===== config.mk =====
export PLATFORM = sky130hd
export DESIGN_NAME = div_unit_flat
export DESIGN_NICKNAME = d
export VERILOG_FILES = /design/src/rtl/div_unit_pkg.sv /design/src/rtl/div_unit_if.sv /design/src/rtl/div_unit.sv /design/src/flat_wrapper.sv
export SDC_FILE = /design/constraint.sdc
export NUM_CORES = 1
export LEC_CHECK = 0
export CAP_MARGIN = 20
export CORE_MARGIN = 2
export CORE_UTILIZATION = 57
export DETAILED_ROUTE_END_ITERATION = 8
export GPL_ROUTABILITY_DRIVEN = 0
export PLACE_DENSITY = 0.93
export SLEW_MARGIN = 10
export SYNTH_ARGS = -nofsm -noshare
export SYNTH_HDL_FRONTEND = slang
export SYNTH_SLANG_ARGS = --single-unit

===== constraint.sdc =====
create_clock -name clk -period 3.2 [get_ports clk]
set_input_delay 0.32 -clock clk [delete_from_list [all_inputs] [get_ports clk]]
set_output_delay 0.32 -clock clk [all_outputs]
set_load 0.005 [all_outputs]

===== src/rtl/div_unit_pkg.sv =====
// Shared types and constants for the iterative 32-bit divider.
//   XLEN         operand / result width
//   DIV_CYCLES   restoring iterations per operation
//   div_state_e  2-bit FSM encoding (IDLE, CALC, FIX, DONE)
//   div_result_t packed {quo, rem} result payload
package div_unit_pkg;

  localparam int unsigned XLEN       = 32;
  localparam int unsigned DIV_CYCLES = 32;
  localparam int unsigned CNT_W      = 6;

  typedef enum logic [1:0] {
    S_IDLE = 2'd0,
    S_CALC = 2'd1,
    S_FIX  = 2'd2,
    S_DONE = 2'd3
  } div_state_e;

  typedef struct packed {
    logic [XLEN-1:0] quo;
    logic [XLEN-1:0] rem;
  } div_result_t;

  // Two's-complement negate when neg is set, pass-through otherwise.
  function automatic logic [XLEN-1:0] cond_neg(input logic [XLEN-1:0] v, input logic neg);
    return neg ? ((~v) + XLEN'(1)) : v;
  endfunction

endpackage


===== src/rtl/div_unit_if.sv =====
// Request/response bundle between the EX stage and the divider.
//   start, is_signed, flush, a, b : requester -> divider
//   busy, done, quo, rem          : divider -> requester
interface div_unit_if;
  import div_unit_pkg::*;

  logic            start;
  logic            is_signed;
  logic            flush;
  logic [XLEN-1:0] a;
  logic [XLEN-1:0] b;
  logic            busy;
  logic            done;
  logic [XLEN-1:0] quo;
  logic [XLEN-1:0] rem;

  modport master (
    output start, is_signed, flush, a, b,
    input  busy, done, quo, rem
  );

  modport slave (
    input  start, is_signed, flush, a, b,
    output busy, done, quo, rem
  );

endinterface


===== src/rtl/div_unit.sv =====
// Multi-cycle restoring radix-2 divider for DIV/DIVU.
//   clk    : rising-edge clock
//   resetn : asynchronous active-low reset
//   bus    : div_unit_if.slave
//            start/is_signed/a/b sampled in IDLE, flush cancels,
//            busy stalls the pipeline in CALC/FIX,
//            done pulses for one cycle in DONE with quo (LO) / rem (HI) valid.
// Timeline: start edge -> 32 CALC cycles -> FIX -> DONE -> IDLE.
module div_unit
  import div_unit_pkg::*;
(
  input  logic       clk,
  input  logic       resetn,
  div_unit_if.slave  bus
);

  div_state_e        state_q, state_d;
  logic [CNT_W-1:0]  cnt_q;
  logic [2*XLEN-1:0] prem_q;     // {partial remainder, quotient bits}
  logic [XLEN-1:0]   dvsr_q;     // divisor magnitude
  logic              sgn_q;
  logic              a_neg_q;
  logic              b_neg_q;
  logic              busy_q;
  logic              done_q;
  logic [XLEN-1:0]   quo_q;
  logic [XLEN-1:0]   rem_q;

  logic [XLEN:0]     hi_c;
  logic [XLEN:0]     diff_c;
  logic              take_c;
  logic [2*XLEN-1:0] step_c;
  logic [XLEN-1:0]   quo_fix_c;
  logic [XLEN-1:0]   rem_fix_c;
  logic              accept_c;

  // One restoring step: the upper 33 bits of the left-shifted partial
  // remainder are compared with the divisor. Bit 32 of hi_c set means the
  // shifted value already exceeds any 32-bit divisor, so subtract anyway.
  always_comb begin
    hi_c      = prem_q[2*XLEN-1 -: XLEN+1];
    diff_c    = hi_c - {1'b0, dvsr_q};
    take_c    = hi_c[XLEN] | ~diff_c[XLEN];
    step_c    = take_c ? {diff_c[XLEN-1:0], prem_q[XLEN-2:0], 1'b1}
                       : {prem_q[2*XLEN-2:0], 1'b0};
    quo_fix_c = cond_neg(prem_q[XLEN-1:0], sgn_q & (a_neg_q ^ b_neg_q));
    rem_fix_c = cond_neg(prem_q[2*XLEN-1:XLEN], sgn_q & a_neg_q);
  end

  // Next-state logic; flush overrides everything, including a start in IDLE.
  always_comb begin
    state_d = state_q;
    if (bus.flush) begin
      state_d = S_IDLE;
    end else begin
      unique case (state_q)
        S_IDLE: if (bus.start) state_d = S_CALC;
        S_CALC: if (cnt_q == CNT_W'(DIV_CYCLES - 1)) state_d = S_FIX;
        S_FIX:  state_d = S_DONE;
        S_DONE: state_d = S_IDLE;
        default: state_d = S_IDLE;
      endcase
    end
  end

  assign accept_c = (state_q == S_IDLE) && (state_d == S_CALC);

  // State register.
  always_ff @(posedge clk or negedge resetn) begin
    if (!resetn) state_q <= S_IDLE;
    else         state_q <= state_d;
  end

  // Operand latch and iteration datapath.
  always_ff @(posedge clk or negedge resetn) begin
    if (!resetn) begin
      cnt_q   <= '0;
      prem_q  <= '0;
      dvsr_q  <= '0;
      sgn_q   <= 1'b0;
      a_neg_q <= 1'b0;
      b_neg_q <= 1'b0;
    end else if (accept_c) begin
      cnt_q   <= '0;
      prem_q  <= {{XLEN{1'b0}}, cond_neg(bus.a, bus.is_signed & bus.a[XLEN-1])};
      dvsr_q  <= cond_neg(bus.b, bus.is_signed & bus.b[XLEN-1]);
      sgn_q   <= bus.is_signed;
      a_neg_q <= bus.a[XLEN-1];
      b_neg_q <= bus.b[XLEN-1];
    end else if (state_q == S_CALC && state_d == S_CALC) begin
      cnt_q  <= cnt_q + CNT_W'(1);
      prem_q <= step_c;
    end else if (state_q == S_CALC && state_d == S_FIX) begin
      prem_q <= step_c;
    end
  end

  // Registered outputs, derived from the state being entered.
  always_ff @(posedge clk or negedge resetn) begin
    if (!resetn) begin
      busy_q <= 1'b0;
      done_q <= 1'b0;
      quo_q  <= '0;
      rem_q  <= '0;
    end else begin
      busy_q <= (state_d == S_CALC) || (state_d == S_FIX);
      done_q <= (state_d == S_DONE);
      if (state_q == S_FIX && state_d == S_DONE) begin
        quo_q <= quo_fix_c;
        rem_q <= rem_fix_c;
      end
    end
  end

  assign bus.busy = busy_q;
  assign bus.done = done_q;
  assign bus.quo  = quo_q;
  assign bus.rem  = rem_q;

endmodule


===== src/flat_wrapper.sv =====
// flat-port wrapper written by rule: the top's interface ports become plain ports
module div_unit_flat import div_unit_pkg::*;
  (clk, resetn, bus_start, bus_is_signed, bus_flush, bus_a, bus_b, bus_busy, bus_done, bus_quo, bus_rem);
  div_unit_if bus_i ();
  input  logic clk;
  input  logic resetn;
  input wire logic [$bits(bus_i.start)-1:0] bus_start;
  input wire logic [$bits(bus_i.is_signed)-1:0] bus_is_signed;
  input wire logic [$bits(bus_i.flush)-1:0] bus_flush;
  input wire logic [$bits(bus_i.a)-1:0] bus_a;
  input wire logic [$bits(bus_i.b)-1:0] bus_b;
  output wire logic [$bits(bus_i.busy)-1:0] bus_busy;
  output wire logic [$bits(bus_i.done)-1:0] bus_done;
  output wire logic [$bits(bus_i.quo)-1:0] bus_quo;
  output wire logic [$bits(bus_i.rem)-1:0] bus_rem;
  assign bus_i.start = bus_start;
  assign bus_i.is_signed = bus_is_signed;
  assign bus_i.flush = bus_flush;
  assign bus_i.a = bus_a;
  assign bus_i.b = bus_b;
  assign bus_busy = bus_i.busy;
  assign bus_done = bus_i.done;
  assign bus_quo = bus_i.quo;
  assign bus_rem = bus_i.rem;
  div_unit u_core (.clk(clk), .resetn(resetn), .bus(bus_i));
endmodule

==> results.py <==
metrics = {
    "die": {
        "die_area_sq_mm": 0.0206,
        "die_h_um": 143,
        "start_util_pct": 58.6,
        "die_x_um": 143,
        "pin_count": 135,
        "core_sq_mm": 0.0189,
        "fp-row-count": 50,
    },
    "critical_path": {
        "worstReg2RegEnd": "u_core.prem_q[33]$_DFFE_PN0P_",
        "end_kind": "flop",
        "r2r-start": "u_core.dvsr_q[15]$_DFFE_PN0P_",
        "crit_fanout": 17,
        "worstRegToRegCells": 10,
        "crit_arrival_ns": 3.45,
        "cp_data_required_time_ns": 3.54,
        "critPathLaunchType": "flop",
        "reg2reg_slack_ns": 0.09,
        "path_class": "flop to flop",
    },
    "clock_tree": {
        "cts_tree": "built",
        "clk_pin_slew_worst_paths_ns": 0.07,
        "root_buffer": "clkbuf_16",
        "clock_latency_ns": 0.45,
        "htreeDepth": 4,
        "cts_buffers": 17,
        "clock_path_buffers": 2,
        "cts.sinks": 173,
    },
    "final_layout": {
        "syn_to_final_growth_pct": 22.1,
        "antennaDiodeCount": 0,
        "final_area_sq_mm": 0.0135,
        "drive_gt1_share_pct": 6.94,
        "num-nets-final": 1567,
        "stdcell_count": 1730,
    },
    "synthesis": {
        "synth_area_leader_cell": "dfrtp_1",
        "synthTopCellsByArea": "dfrtp_1 (39%), o21ai_0 (9.0%), nand2_1 (7.0%)",
        "yosysTopAreaCellShare_pct": 39.1,
        "synth_ff_type": "dfrtp_1",
        "synth_warnings": 0,
        "synth_edf_count": 0,
        "synth_common_cells": "nand2_1 (206), o21ai_0 (200), dfrtp_1 (173)",
        "syn_area_sq_mm": 0.0111,
        "synthCells": 1331,
        "async_reset_ff_share_pct": 100,
        "yosys_register_bits": 173,
        "synth_cell_types": 60,
        "avgSynthCellArea_sq_um": 8.33,
        "ys_seq_area_share_pct": 39.1,
        "synth.most_common_cell": "nand2_1",
        "syn-num-nets": 1441,
    },
    "place": {
        "dpl.cell_count": 1693,
        "place_area_sq_mm": 0.0129,
        "place_hpwl_um": 22300,
        "place_ws_ns": -0.0647,
        "io_buffers": 134,
    },
    "timing": {
        "max_freq_mhz": 322,
        "final.setup_skew_ns": 0.00915,
        "tightest_slew_ns": 0.699,
        "finalHoldViolCount": 0,
        "slew_headroom_pct": 53.2,
        "setup_viol_count_final": 0,
        "period_minus_slack_ns": 3.11,
        "layout_setup_ws_ns": 0.0911,
        "fin_crit_sh_pct": 97.2,
        "slew_viol_final": 0,
    },
    "power_and_ir_drop": {
        "comb_power_share_pct": 26.4,
        "vdd_drop_max_mv": 0.435,
        "netSwitchingFraction_pct": 36.4,
        "p_int_mw": 4.18,
        "p_clk_share_pct": 32.5,
        "p_sw_mw": 2.39,
        "power_density_mw_per_mm2": 485,
        "seq_power_share_pct": 41.1,
        "leakage_nw": 5.88,
    },
    "flow_run": {
        "maxCapViolations": 0,
    },
    "route": {
        "drt-wirelength-per-cell_um": 18.3,
        "drcViolationCount": 0,
        "drt-total-wl_um": 31600,
        "ant_nets": 0,
        "drt_iter0_markers": 1614,
        "routed-via-count": 10900,
        "viasPerCell": 6.30,
        "drtPass1Iterations": 8,
    },
    "global_route": {
        "grt_pass1_wl_um": 50000,
        "gr-total-overflow": 0,
        "antenna_found_initial": 0,
        "grt_usage_pct": 30.5,
        "grt_start_max_net_pins": 80,
        "first_global_vias": 9994,
    },
    "worst_hold_path": {
        "min_path_type": "input port to asynchronous set/reset pin",
    },
    "run_status": {
        "run_status": "finished, final reports clean",
    },
}
-- final cells by class --
cell class | instances | area (sq um)
timing repair buffer | 182 | 1770
inverter | 57 | 214
clock inverter | 15 | 184
multi-input combinational | 1026 | 6290
sequential | 173 | 4330
fill | 1293 | 5360
tap | 260 | 325
clock buffer | 17 | 425
-- cells in the final DEF (no fill, tap or decap), types with 11 or more instances in the layout --
cell type	synthesis	final
xor2_1	66	66
nor3_1	27	26
nor2_1	70	70
a22oi_1	22	22
clkbuf_16	0	17
a21o_1	13	13
nand3_1	14	14
ha_1	40	40
xnor2_1	77	77
buf_4	0	42
clkdlybuf4s50_1	0	133
a32oi_1	16	16
nor4_1	22	22
and2_1	11	11
dfrtp_1	173	173
a21oi_1	80	80
nand2_1	206	205
o31ai_1	17	17
inv_1	57	57
o21ai_0	200	200
or4_1	11	11
-- power groups by stage --
stage / combinational (mW) / sequential, mW / clock [mW]
2_1_floorplan: 1.18 / 2.61 / 0
3_3_place_gp: 1.57 / 2.69 / 0
3_5_place_dp: 1.64 / 2.71 / 0
4_1_cts: 1.69 / 2.68 / 2.12
5_1_grt: 1.90 / 2.72 / 2.21
6_report: 1.74 / 2.70 / 2.13
-- registers in the layout (all words and copies together), names as in the netlist --
register,count
u_core.a_neg_q,1
u_core.b_neg_q,1
u_core.bus.busy,1
u_core.bus.done,1
u_core.bus.quo,32
u_core.bus.rem,32
u_core.cnt_q,6
u_core.dvsr_q,32
u_core.prem_q,64
u_core.sgn_q,1
u_core.state_q,2
-- stage by stage --
stage	hold slack [ns]	setup TNS, ns	power (mW)	util, %
2_1_floorplan	0.0244	0	3.79	-
3_3_place_gp	0.329	0	4.26	68.1
3_5_place_dp	0.331	-0.0647	4.35	68.1
4_1_cts	0.439	0	6.48	71.4
5_1_grt	0.469	-0.0299	6.84	71.6
6_report	0.405	0	6.57	71.6
-- metal layers --
metal	global-route usage [%]	share of wire (%)
met3	6.80	11
met5	0	0
met4	13.7	4.3
met2	45.6	44
met1	42.5	40
-- logic make-up after synthesis --
| logic type | after synthesis | share of synthesized area (%) |
|---|---|---|
| XOR/XNOR | 143 | 11.3 |
| adder cells (fa/ha/maj) | 41 | 4.70 |
| multiplexers | 7 | 0.632 |
| AND/OR/NAND/NOR | 412 | 17.1 |
| flip-flops | 173 | 39.1 |
| buffers and inverters | 132 | 4.48 |
| AO/OA/AOI/OAI | 423 | 22.7 |
-- worst max path at each step --
stage | from | to | cells past startpoint | slack (ns)
floorplan | u_core.prem_q[31]$_DFFE_PN0P_ | u_core.prem_q[49]$_DFFE_PN0P_ | 12 | 0.26
global placement | bus_a[15] | u_core.prem_q[31]$_DFFE_PN0P_ | 9 | 0.03
detailed placement | bus_a[15] | u_core.prem_q[31]$_DFFE_PN0P_ | 9 | -0.06
CTS | u_core.prem_q[49]$_DFFE_PN0P_ | u_core.prem_q[58]$_DFFE_PN0P_ | 9 | 0.16
global route | u_core.cnt_q[0]$_DFFE_PN0P_ | u_core.prem_q[31]$_DFFE_PN0P_ | 12 | -0.03
finish | u_core.dvsr_q[15]$_DFFE_PN0P_ | u_core.prem_q[33]$_DFFE_PN0P_ | 10 | 0.09
-- worst max-delay path, cell delays in order (launching register included) --
cell	delay (ns)
dfrtp_1	0.37
inv_1	0.07
ha_1	0.39
a21oi_1	0.28
o21ai_0	0.17
o21ai_0	0.38
nand4b_1	0.24
o21ai_4	0.40
buf_4	0.30
o21ai_0	0.15
a22o_1	0.24
-- repair_timing --
item,CTS,global route
setup buffers,0,4
resized for setup,0,4
endpoints found under the setup margin,0,21
hold buffers,1,0
hold endpoints to repair,59,0
Power figures use the tool's default switching activity.
